## config.mk

```make
export PLATFORM = sky130hd
export DESIGN_NAME = bsg_fifo_1r1w_rolly_mc
export DESIGN_NICKNAME = d
export VERILOG_FILES = /design/src/rtl/bsg_fifo_rolly_pkg.sv /design/src/rtl/bsg_rolly_ptr.sv /design/src/rtl/bsg_fifo_1r1w_rolly_mc.sv
export SDC_FILE = /design/constraint.sdc
export NUM_CORES = 1
export LEC_CHECK = 0
export ABC_AREA = 1
export ABC_CLOCK_PERIOD_IN_PS = 4550
export CAP_MARGIN = 25
export CORE_ASPECT_RATIO = 1.25
export CORE_MARGIN = 4
export CORE_UTILIZATION = 58
export CTS_BUF_LIST = sky130_fd_sc_hd__clkbuf_8
export DETAILED_ROUTE_END_ITERATION = 10
export GPL_TIMING_DRIVEN = 0
export PLACE_DENSITY = 0.95
export SETUP_SLACK_MARGIN = 0.05
export SYNTH_ARGS = -nofsm -noshare
export SYNTH_HDL_FRONTEND = slang
export SYNTH_SLANG_ARGS = --single-unit
```

## constraint.sdc

```tcl
create_clock -name clk_i -period 4.55 [get_ports clk_i]
set_clock_uncertainty 0.2 [all_clocks]
set_input_delay 1.365 -clock clk_i [delete_from_list [all_inputs] [get_ports clk_i]]
set_output_delay 1.365 -clock clk_i [all_outputs]
set_load 0.01 [all_outputs]
```

## src/rtl/bsg_fifo_rolly_pkg.sv

```systemverilog
// Shared widths and count payload for the multi-commit rollback FIFO.
package bsg_fifo_rolly_pkg;

  localparam int unsigned cnt_max_width = 32;

  function automatic int unsigned ptr_width(input int unsigned els);
    return $clog2(2 * els);
  endfunction

  function automatic int unsigned cnt_width(input int unsigned els);
    return $clog2(els + 1);
  endfunction

  typedef struct packed {
    logic [cnt_max_width-1:0] free;
    logic [cnt_max_width-1:0] unread;
    logic [cnt_max_width-1:0] uncommitted;
  } rolly_cnt_s;

endpackage

```

## src/rtl/bsg_rolly_ptr.sv

```systemverilog
// Modulo-2*els_p pointer register with load or add, plus its storage address.
module bsg_rolly_ptr
  import bsg_fifo_rolly_pkg::*;
#(
  parameter int unsigned els_p       = 4,
  parameter int unsigned add_width_p = 1,
  localparam int unsigned ptr_w_lp   = ptr_width(els_p),
  localparam int unsigned addr_w_lp  = $clog2(els_p)
) (
  input  logic                   clk_i,
  input  logic                   reset_n_i,
  input  logic                   load_v_i,
  input  logic [ptr_w_lp-1:0]    load_val_i,
  input  logic [add_width_p-1:0] add_i,
  output logic [ptr_w_lp-1:0]    ptr_o,
  output logic [addr_w_lp-1:0]   addr_o,
  output logic [ptr_w_lp-1:0]    ptr_next_c
);

  localparam int unsigned sum_w_lp = ptr_w_lp + 1;
  localparam int unsigned span_lp  = 2 * els_p;

  logic [ptr_w_lp-1:0] ptr_r;
  logic [sum_w_lp-1:0] sum_c;

  assign sum_c = sum_w_lp'(ptr_r) + sum_w_lp'(add_i);

  // Add amount never exceeds els_p, so one conditional subtraction wraps.
  always_comb begin
    ptr_next_c = ptr_w_lp'(sum_c);
    if (load_v_i) begin
      ptr_next_c = load_val_i;
    end else if (sum_c >= sum_w_lp'(span_lp)) begin
      ptr_next_c = ptr_w_lp'(sum_c - sum_w_lp'(span_lp));
    end
  end

  always_ff @(posedge clk_i or negedge reset_n_i) begin
    if (!reset_n_i) ptr_r <= '0;
    else            ptr_r <= ptr_next_c;
  end

  assign ptr_o  = ptr_r;
  assign addr_o = (ptr_r >= ptr_w_lp'(els_p)) ? addr_w_lp'(ptr_r - ptr_w_lp'(els_p))
                                              : addr_w_lp'(ptr_r);

endmodule

```

## src/rtl/bsg_fifo_1r1w_rolly_mc.sv

```systemverilog
// Rollback FIFO: speculative reads, bulk commit, roll and clear, occupancy counts.
// Define BSG_FIFO_ROLLY_MC_CHECK_EN to add err_o and suppress illegal operations.
module bsg_fifo_1r1w_rolly_mc
  import bsg_fifo_rolly_pkg::*;
#(
  parameter int unsigned width_p            = 8,
  parameter int unsigned els_p              = 4,
  parameter int unsigned max_commit_p       = 1,
  parameter int unsigned ready_then_valid_p = 0,
  localparam int unsigned ptr_w_lp    = ptr_width(els_p),
  localparam int unsigned cnt_w_lp    = cnt_width(els_p),
  localparam int unsigned commit_w_lp = $clog2(max_commit_p + 1),
  localparam int unsigned addr_w_lp   = $clog2(els_p)
) (
  input  logic                   clk_i,
  input  logic                   reset_n_i,
`ifdef BSG_FIFO_ROLLY_MC_CHECK_EN
  output logic                   err_o,
`endif
  input  logic                   clr_v_i,
  input  logic                   roll_v_i,
  input  logic [commit_w_lp-1:0] commit_cnt_i,
  input  logic [width_p-1:0]     data_i,
  input  logic                   v_i,
  output logic                   ready_o,
  output logic [width_p-1:0]     data_o,
  output logic                   v_o,
  input  logic                   yumi_i,
  output logic [cnt_w_lp-1:0]    free_cnt_o,
  output logic [cnt_w_lp-1:0]    unread_cnt_o,
  output logic [cnt_w_lp-1:0]    uncommitted_cnt_o
);

  localparam int unsigned sum_w_lp = ptr_w_lp + 1;
  localparam int unsigned span_lp  = 2 * els_p;

  function automatic logic [ptr_w_lp-1:0] ptr_dist(input logic [ptr_w_lp-1:0] a,
                                                   input logic [ptr_w_lp-1:0] b);
    logic [sum_w_lp-1:0] d;
    if (a >= b) d = sum_w_lp'(a) - sum_w_lp'(b);
    else        d = sum_w_lp'(a) + sum_w_lp'(span_lp) - sum_w_lp'(b);
    return ptr_w_lp'(d);
  endfunction

  logic [ptr_w_lp-1:0]    wptr, rptr, cptr;
  logic [ptr_w_lp-1:0]    cptr_next_c, rptr_next_c, wptr_next_unused;
  logic [addr_w_lp-1:0]   waddr, raddr, cptr_addr_unused;
  logic [ptr_w_lp-1:0]    dist_wc_c, dist_wr_c, dist_rc_c;
  logic                   full_c, empty_c, enq_raw_c;
  logic                   enq_eff_c, yumi_eff_c;
  logic [commit_w_lp-1:0] commit_eff_c;
  rolly_cnt_s             cnt_c;
  logic [width_p-1:0]     mem_r [els_p];

  assign dist_wc_c = ptr_dist(wptr, cptr);
  assign dist_wr_c = ptr_dist(wptr, rptr);
  assign dist_rc_c = ptr_dist(rptr, cptr);

  // Free space is bounded by the commit pointer, not the read pointer.
  assign full_c  = (dist_wc_c == ptr_w_lp'(els_p));
  assign empty_c = (rptr == wptr);

  assign ready_o   = ~clr_v_i & ~full_c;
  assign v_o       = ~roll_v_i & ~empty_c;
  assign enq_raw_c = v_i & ((ready_then_valid_p != 0) | ready_o);

`ifdef BSG_FIFO_ROLLY_MC_CHECK_EN
  logic err_r, yumi_err_c, commit_err_c, enq_err_c;

  assign yumi_err_c   = yumi_i & ~v_o;
  assign yumi_eff_c   = yumi_i & v_o;
  assign commit_err_c = sum_w_lp'(commit_cnt_i) > (sum_w_lp'(dist_rc_c) + sum_w_lp'(yumi_eff_c));
  assign commit_eff_c = commit_err_c ? '0 : commit_cnt_i;
  assign enq_err_c    = enq_raw_c & full_c;
  assign enq_eff_c    = enq_raw_c & ~full_c;

  always_ff @(posedge clk_i or negedge reset_n_i) begin
    if (!reset_n_i) err_r <= 1'b0;
    else            err_r <= err_r | yumi_err_c | commit_err_c | enq_err_c;
  end

  assign err_o = err_r;
`else
  assign yumi_eff_c   = yumi_i;
  assign commit_eff_c = commit_cnt_i;
  assign enq_eff_c    = enq_raw_c;
`endif

  bsg_rolly_ptr #(.els_p(els_p), .add_width_p(commit_w_lp)) u_cptr (
    .clk_i      (clk_i),
    .reset_n_i  (reset_n_i),
    .load_v_i   (1'b0),
    .load_val_i ('0),
    .add_i      (commit_eff_c),
    .ptr_o      (cptr),
    .addr_o     (cptr_addr_unused),
    .ptr_next_c (cptr_next_c)
  );

  // Roll rewinds to the post-commit position of this cycle.
  bsg_rolly_ptr #(.els_p(els_p), .add_width_p(1)) u_rptr (
    .clk_i      (clk_i),
    .reset_n_i  (reset_n_i),
    .load_v_i   (roll_v_i),
    .load_val_i (cptr_next_c),
    .add_i      (yumi_eff_c),
    .ptr_o      (rptr),
    .addr_o     (raddr),
    .ptr_next_c (rptr_next_c)
  );

  // Clear drops unread entries by pulling the write pointer back to the next read position.
  bsg_rolly_ptr #(.els_p(els_p), .add_width_p(1)) u_wptr (
    .clk_i      (clk_i),
    .reset_n_i  (reset_n_i),
    .load_v_i   (clr_v_i),
    .load_val_i (rptr_next_c),
    .add_i      (enq_eff_c),
    .ptr_o      (wptr),
    .addr_o     (waddr),
    .ptr_next_c (wptr_next_unused)
  );

  always_ff @(posedge clk_i) begin
    if (enq_eff_c) mem_r[waddr] <= data_i;
  end

  assign data_o = mem_r[raddr];

  always_comb begin
    cnt_c             = '0;
    cnt_c.free        = cnt_max_width'(ptr_w_lp'(els_p) - dist_wc_c);
    cnt_c.unread      = cnt_max_width'(dist_wr_c);
    cnt_c.uncommitted = cnt_max_width'(dist_rc_c);
  end

  assign free_cnt_o        = cnt_w_lp'(cnt_c.free);
  assign unread_cnt_o      = cnt_w_lp'(cnt_c.unread);
  assign uncommitted_cnt_o = cnt_w_lp'(cnt_c.uncommitted);

endmodule

```

==> results.json <==
{
  "critPathMaxFanout": 10,
  "die_height_um": 71.6,
  "io_pins": 34,
  "crit_type": "reg -> out",
  "hold_path_class": "reg -> reg",
  "grtUsageMet3_pct": 6.67,
  "drt_iter0_drc": 79,
  "rsz0062_at_grt": "false",
  "dp_hpwl_um": 2980,
  "placedInstanceArea_mm2": 0.00228,
  "design.core.area_mm2": 0.00303,
  "portBuffers": 33,
  "n_antenna_cell": 0,
  "hold_depth": 2,
  "yosysMostFrequentCell": "edfxtp_1",
  "wl_per_cell_um": 18.0,
  "use_met2_pct": 40.5,
  "tritoncts": "done",
  "start_util_pct": 62.1,
  "slew_viol_final": 0,
  "fin_crit_ps": 4260,
  "powerDensity_mw_per_mm2": 786,
  "clock-sinks": 41,
  "clk_path_buf_depth": 2,
  "netlist_top_cells_count": "32 x edfxtp_1, 19 x nor2_1, 18 x nand2_1, 17 x inv_1, 15 x o21ai_0",
  "ir_worst_vdd_mv": 1.07,
  "synthCells": 155,
  "setup_violations": 0,
  "synth_edf_count": 32,
  "grt.overflow.total": 0,
  "cap_viol_max_count": 0,
  "htreeDepth": 2,
  "path_delay_family": "buffers and inverters",
  "clkSlewWorstSetupHoldPaths_ps": 80,
  "grt_use_met1_pct": 22.4,
  "synth-seq-cells": 41,
  "timing.final.ws_setup_ps": 287,
  "grt_pass1_wl_um": 6710,
  "root_buffer": "clkbuf_8",
  "tns_ps": 0,
  "area_growth_pct": 27.2,
  "async_reset_ff_share_pct": 22.0,
  "yosys_most_used_dff": "edfxtp_1",
  "max_stage_delay_ps": 580,
  "stdcell_area_mm2": 0.00239,
  "grt_pass1_vias": 1436,
  "worst_pin_slew_ps": 671,
  "antenna_found_initial": 0,
  "yosysTopAreaCell": "edfxtp_1",
  "crit_slowest_cell": "dfrtp_1",
  "routed_via_density": 5.71,
  "ant_nets": 0,
  "path_buf_inv": 3,
  "synth_area_mm2": 0.00188,
  "path_depth": 7,
  "cts.hold.buffers_added": 0,
  "cts-buffers-inserted": 5,
  "grt_max_degree": 13,
  "total_power_w": 0.00188,
  "power.leakage_nw": 0.982,
  "clk_latency_ps": 300,
  "drc": 0,
  "finalNetCount": 229,
  "die_w_um": 58.9,
  "post_cts_buffers": 0,
  "max_freq_mhz": 235,
  "synth_nets": 185,
  "wl_um": 4250,
  "busiest_layer": "met2",
  "max_slew_margin_pct": 54.9,
  "holdWs_ps": 375,
  "placementRows": 22,
  "yosysTopAreaCellShare_pct": 51.1,
  "yosys_warnings": 0,
  "dr.pass1.iters": 4,
  "grt_util_all_layers_pct": 22.2,
  "ys_types": 19,
  "reg2reg_depth": 12,
  "min_period_over_period_pct": 93.7,
  "status": "completed",
  "syn_avg_cell_area_um2": 12.1,
  "dieArea_mm2": 0.00422,
  "drive_above_1_share_pct": 7.00,
  "vias": 1348,
  "gp_congestion": 0.844,
  "required_ps": 2980,
  "hold_violations": 0,
  "ys_top_cells_by_area": "edfxtp_1 51%, dfrtp_1 12%, ha_1 8.0%",
  "worstSetupStartpointType": "register",
  "path_cells": "inv_2 -> buf_6 -> ha_1 -> fa_1 -> xnor2_1 -> xor2_1 -> clkdlybuf4s50_1",
  "preCtsSetupSlack_ps": 322,
  "cts_resized": 0,
  "arrival_ps": 2700,
  "synth-seq-area-share_pct": 63.1,
  "end_kind": "output port"
}
[routing by layer]
layer	vias up	part of all wire, %
li1	628	-
met1	652	36
met2	57	55
met3	11	7.0
met4	0	2.2
met5	-	0
[final timing paths]
path / start / end / slack (ps)
setup / recovery: u_rptr.ptr_o[0] / uncommitted_cnt_o[2] / 290
hold / removal: u_cptr.ptr_o[2] / u_cptr.ptr_o[2] / 380
setup reg to reg: u_wptr.ptr_o[0] / mem_r[3][4] / 1220
hold reg to reg: u_cptr.ptr_o[2] / u_cptr.ptr_o[2] / 380
max in group asynchronous: reset_n_i / u_rptr.ptr_o[1] / 2690
min in group asynchronous: reset_n_i / u_wptr.ptr_o[2] / 1170
[registers in the layout (all words and copies together), names as in the netlist]
signal and cells:
u_rptr.ptr_o 3, u_cptr.ptr_o 3, mem_r 32, u_wptr.ptr_o 3
[stage by stage]
step / util [%] / std cells
after floorplan: - / 155
after CTS: 79.0 / 236
after detailed placement: 75.5 / 228
final: 79.0 / 236
after global routing: 79.0 / 236
after global placement: 74.5 / 224
[kinds of logic (layout without fill, tap and decap cells)]
logic type	count (synthesis)	after routing	share of synthesized area, %
flip-flops	41	41	63.1
adder cells (fa/ha/maj)	15	15	11.2
buffers and inverters	20	65	4.79
AND/OR/NAND/NOR	45	45	9.59
AO/OA/AOI/OAI	27	27	8.06
XOR/XNOR	7	7	3.26
[worst min-delay path: cells and delay by family (launching register included)]
| family | cells | cell delay [ps] |
|---|---|---|
| DFF | 1 | 370 |
| and+or+nand+nor | 2 | 170 |
[layout make-up]
class / instances / area (µm²)
multi-input combinational: 94 / 603
fill: 187 / 637
clock inverter: 3 / 37.5
tap: 36 / 45.0
buffer: 2 / 22.5
inverter: 18 / 67.6
timing repair buffer: 37 / 360
sequential: 41 / 1190
clock buffer: 5 / 68.8
[cell usage in the layout, fill, tap and decap left out]
master           instances
a21oi_1                  1
nor2_1                  19
nand2_1                 18
buf_6                    2
bufinv_16                1
buf_4                    4
fa_1                     3
clkinv_1                 1
clkdlybuf4s50_1         33
o22ai_1                  8
o21ai_0                 15
nand3_1                  3
edfxtp_1                32
and2_1                   1
o21ai_2                  1
xor2_1                   3
clkbuf_8                 5
a31oi_1                  2
inv_2                    1
ha_1                    12
xnor2_1                  4
inv_1                   18
nor3_1                   4
dfrtp_1                  9
[power breakdown]
part	total, W	internal (W)	switching, W
combinational	0.00103	0.000532	0.000501
sequential	0.000563	0.000482	0.0000806
clock	0.000284	0.000160	0.000124
(Power assumes the default switching activity.)
